<file path="config.mk">
export PLATFORM = sky130hd
export DESIGN_NAME = regfile_write_demux
export DESIGN_NICKNAME = d
export VERILOG_FILES = /design/src/rtl/regfile_write_demux.sv
export SDC_FILE = /design/constraint.sdc
export NUM_CORES = 1
export LEC_CHECK = 0
export BUFFER_PORTS_ARGS = -buffer_cell sky130_fd_sc_hd__buf_2
export CORE_AREA = 2 2 437 439
export DETAILED_ROUTE_END_ITERATION = 8
export DIE_AREA = 0 0 439 441
export PLACE_DENSITY = 0.38
export SYNTH_ARGS = -nofsm -noshare
export SYNTH_HDL_FRONTEND = slang
export SYNTH_SLANG_ARGS = --single-unit
</file>
<file path="constraint.sdc">
create_clock -name clk -period 6.5 [get_ports clk]
set_clock_uncertainty 0.1 [all_clocks]
set_input_delay 0.975 -clock clk [delete_from_list [all_inputs] [get_ports clk]]
set_output_delay 0.975 -clock clk [all_outputs]
set_load 0.02 [all_outputs]
</file>
<file path="src/rtl/regfile_write_demux.sv">
// y86 register file write side: decodes the write-back destinations into
// per-register enables, holds the registers and publishes them with write flags and a write count.
module regfile_write_demux #(
  parameter int WIDTH = 64,
  parameter int NREG  = 15
) (
  input  logic                   clk,
  input  logic                   rst,
  input  logic                   stall,
  input  logic [3:0]             dstE,
  input  logic [WIDTH-1:0]       valE,
  input  logic [3:0]             dstM,
  input  logic [WIDTH-1:0]       valM,
  output logic [NREG*WIDTH-1:0]  regs,
  output logic [NREG-1:0]        wr_flags,
  output logic [15:0]            wr_count
);

  logic [NREG-1:0]  en_e;
  logic [NREG-1:0]  en_m;
  logic [NREG-1:0]  wr_flags_next;
  logic [NREG-1:0]  wr_flags_reg;
  logic [15:0]      wr_count_next;
  logic [15:0]      wr_count_reg;
  logic [15:0]      add_cnt;
  logic [WIDTH-1:0] reg_q [NREG];

  genvar gi;
  generate
    for (gi = 0; gi < NREG; gi++) begin : g_reg
      // RNONE (15) never enables a write, even if NREG were widened to 16.
      assign en_e[gi] = (dstE == 4'(gi)) && (dstE != 4'hF);
      assign en_m[gi] = (dstM == 4'(gi)) && (dstM != 4'hF);

      // valM takes priority on a collision (popq %rsp).
      always_ff @(posedge clk) begin
        if (rst) begin
          reg_q[gi] <= '0;
        end else if (!stall && en_m[gi]) begin
          reg_q[gi] <= valM;
        end else if (!stall && en_e[gi]) begin
          reg_q[gi] <= valE;
        end
      end

      assign regs[gi*WIDTH +: WIDTH] = reg_q[gi];
    end
  endgenerate

  always_comb begin
    wr_flags_next = stall ? '0 : (en_e | en_m);
    add_cnt = '0;
    for (int i = 0; i < NREG; i++) begin
      add_cnt = add_cnt + 16'(wr_flags_next[i]);
    end
    wr_count_next = wr_count_reg + add_cnt;
  end

  always_ff @(posedge clk) begin
    if (rst) begin
      wr_flags_reg <= '0;
      wr_count_reg <= '0;
    end else begin
      wr_flags_reg <= wr_flags_next;
      wr_count_reg <= wr_count_next;
    end
  end

  assign wr_flags = wr_flags_reg;
  assign wr_count = wr_count_reg;

endmodule

</file>
==> flow_metrics.py <==
metrics = {
    "synthesis": {
        "synth_cell_types": 46,
        "yosys.area_share.adder": 0.00812,
        "synthArstFlopShare": 0,
        "synth_top_family_by_area": "compound AO/OA/AOI/OAI gates",
        "synth-xor-area-share": 0.000641,
        "yosysWarnings": 0,
        "synth_cells": 2495,
        "synth-compound-area-share": 0.212,
        "syn_area_sq_um": 41000,
        "yosys.area_share.simple": 0.0228,
        "ys.flop_type": "edfxtp_1",
        "synth_edf_count": 960,
        "ys_seq_elements": 991,
        "avgSynthCellArea_sq_um": 16.4,
        "synth_fp_nets": 2654,
        "muxShareOfSynthArea": 0,
        "yosysSeqAreaShare": 0.718,
    },
    "pwr": {
        "power_switching_mw": 4.70,
        "p_per_area_nw_per_um2": 310,
        "ir_drop_mv": 0.205,
        "p_sw_frac": 0.286,
        "combPwrFrac": 0.129,
        "p_total_mw": 16.4,
        "p_leak_nw": 20.3,
        "sequentialPowerShare": 0.462,
        "intPower_mw": 11.7,
        "pwr-share-clk": 0.410,
    },
    "setup_path": {
        "cpPeakStageDelay_ns": 0.65,
        "cp_common_cell": "fa_1",
        "r2r-end": "wr_count[10]$_SDFF_PP0_",
        "worstPathRequired_ns": 7.02,
        "rrSetupSlack_ns": 2.32,
        "crit_fanout": 10,
        "arrival_ns": 5.75,
        "reg2reg_depth": 13,
        "reg2reg_from": "wr_count[0]$_SDFF_PP0_",
        "slowest_stage": "fa_1",
        "worstSetupStartpointType": "input port",
        "critPathKind": "in2reg",
        "setup.worst_path.end_class": "flop",
        "path_cells": "buf_2, or3b_1, nor3_1, a21oi_1, fa_1, fa_1, fa_1, fa_1, inv_1, ha_1, fa_1, a211o_1, a21oi_1, buf_4, or4_1, a21oi_1",
    },
    "timing": {
        "slew_viol_final": 0,
        "fin_ws_ns": 1.27,
        "slew_headroom": 0.150,
        "rsz0062_at_grt": "no",
        "hold_viol_final": 0,
        "setup_violations": 0,
        "finalCriticalPeriod_ns": 5.23,
        "fmax_ghz": 0.191,
        "worstMarginPinSlew_ns": 1.27,
        "fin_crit_sh": 0.804,
        "tns_ns": 0,
    },
    "route": {
        "num_vias": 31000,
        "vias_per_cell": 5.07,
        "ant_nets": 0,
        "dr.pass1.iters": 5,
        "routedWlPerCell_um": 37.6,
        "drt-total-wl_um": 230000,
        "drt_iter0_markers": 2860,
        "drc_errors": 0,
    },
    "global_route": {
        "grt-ovfl-total": 0,
        "first_global_vias": 29200,
        "antenna_found_initial": 24,
        "grt_max_degree": 54,
        "grt_usage": 0.226,
        "grt_pass1_wl_um": 295000,
    },
    "worst_hold_path": {
        "whs_path_depth": 2,
        "min_to": "wr_count[15]$_SDFF_PP0_",
        "hold_class": "reg2reg",
        "worstHoldStart": "wr_count[15]$_SDFF_PP0_",
    },
    "cts": {
        "h-tree-depth": 3,
        "clkLatencyLatePin_ns": 0.78,
        "postCtsSetupBuffers": 0,
        "clockBufferDepth": 3,
        "cts.sinks": 991,
        "tritoncts": "done",
        "ctsResizeCount": 0,
        "clk_pin_slew_worst_paths_ns": 0.06,
        "postCtsHoldBufs": 0,
        "cts_buffers": 119,
        "cts_root_buf": "clkbuf_16",
    },
    "die": {
        "die_area_sq_um": 194000,
        "fp.dieW_um": 439,
        "initial_core_util": 0.217,
        "io_pins": 1130,
        "core-area_sq_um": 189000,
        "die_h_um": 441,
        "core.rowCount": 160,
    },
    "outcome": {
        "status": "complete, no violations",
    },
    "finish": {
        "syn2layout_area_growth_pct": 29.4,
        "nets": 3663,
        "drive_gt1_frac": 0.397,
        "largest_reg_flops": 960,
    },
    "place": {
        "post-place-ws_ns": 0.532,
        "routabilityCongestion": 0.810,
        "dpl.hpwl_um": 149000,
        "io_buffers": 1129,
    },
    "run": {
        "cap_viol_max_count": 0,
    },
}
## worst max path at each step
stage           from                      end  slack, ns  cells after the start
4_1_cts        stall  wr_count[10]$_SDFF_PP0_       1.39                     16
6_report       stall  wr_count[10]$_SDFF_PP0_       1.27                     16
3_3_place_gp   stall  wr_count[14]$_SDFF_PP0_       0.57                     17
2_1_floorplan  stall  wr_count[10]$_SDFF_PP0_       0.78                     17
3_5_place_dp   stall  wr_count[10]$_SDFF_PP0_       0.53                     16
5_1_grt        stall  wr_count[12]$_SDFF_PP0_       1.10                     16
## per-layer routing
metal	GRT usage	routed length, um
met2	0.369	110000
met1	0.288	93700
met5	0	58
met3	0.0431	15100
met4	0.107	11600
## power groups by stage
stage / registers (mW) / clock network (mW) / logic [mW]
floorplan: 8.32 / 0 / 0.395
global placement: 7.72 / 0 / 2.13
detailed placement: 7.72 / 0 / 2.13
CTS: 7.59 / 6.88 / 2.13
global route: 7.63 / 7.10 / 2.17
finish: 7.59 / 6.74 / 2.12
## cell usage after synthesis, types with 4 or more instances
cell type    n  area share
a21o_1       4     0.00073
a21oi_1     18      0.0022
a22o_1     960        0.21
buf_2      105       0.013
buf_6       20      0.0055
clkbuf_1   204       0.019
dfxtp_1     31       0.015
edfxtp_1   960        0.70
fa_1        11      0.0054
ha_1         9      0.0027
inv_1       16      0.0015
nand2_1      6     0.00055
nand2b_1    15      0.0023
nor2_1      27      0.0025
nor2b_1      8      0.0012
nor3_1       5     0.00061
nor3_2      21      0.0051
nor4_4       5      0.0026
o21ai_0      6     0.00073
o31ai_1      5     0.00092
or2_2        4     0.00061
or3_1       10      0.0015
or4_1        5     0.00092
## through the flow
stage               utilization  instance area [sq um]  hold slack [ns]  instances
floorplan                     -                  41000            0.451       2495
global placement          0.260                  49200            0.372       5894
detailed placement        0.260                  49200            0.375       5894
CTS                       0.280                  53000            0.391       6115
global route              0.280                  53100            0.415       6119
finish                    0.280                  53100            0.395       6120
## final cells by class
| cell class | count | area (sq um) |
|---|---|---|
| well taps | 2511 | 3140 |
| multi-input cells | 1156 | 10200 |
| inverters | 16 | 60.1 |
| flip-flops and latches | 991 | 29400 |
| diodes | 5 | 12.5 |
| repair buffers | 1220 | 6370 |
| clock buffers | 153 | 3190 |
| fillers | 19400 | 136000 |
| clock inverters | 68 | 634 |
## layout by cell type, fill, tap and decap left out, types with 6 or more instances in the layout
cell and count:
fa_1 11, nor3_4 22, clkinv_2 18, clkbuf_1 29, a22o_1 960, edfxtp_1 960
nor2_1 27, buf_2 1128, dfxtp_1 31, clkbuf_16 122, nand2b_4 10, buf_4 89
clkinv_1 30, a21oi_1 18, bufinv_16 10, or3_1 9, nor2b_1 8, o21ai_0 6
nand2_1 6, nor4_4 6, ha_1 9, inv_1 16
## kinds of logic (layout without fill, tap and decap cells)
group           count (synthesis)  after routing
compound gates               1004           1004
other cells                     0              5
fa+ha+maj                      20             20
xor+xnor                        3              3
buf+inv                       348           1457
flops                         991            991
simple gates                  129            129
## worst max-delay path, delay by kind of cell
kind                     cells  cell delay (ns)
AND/OR/NAND/NOR              3             0.91
adder cells (fa/ha/maj)      6             2.79
buffers and inverters        3             0.35
AO/OA/AOI/OAI                4             0.72
Note: power is estimated with default switching activity, not from simulation.
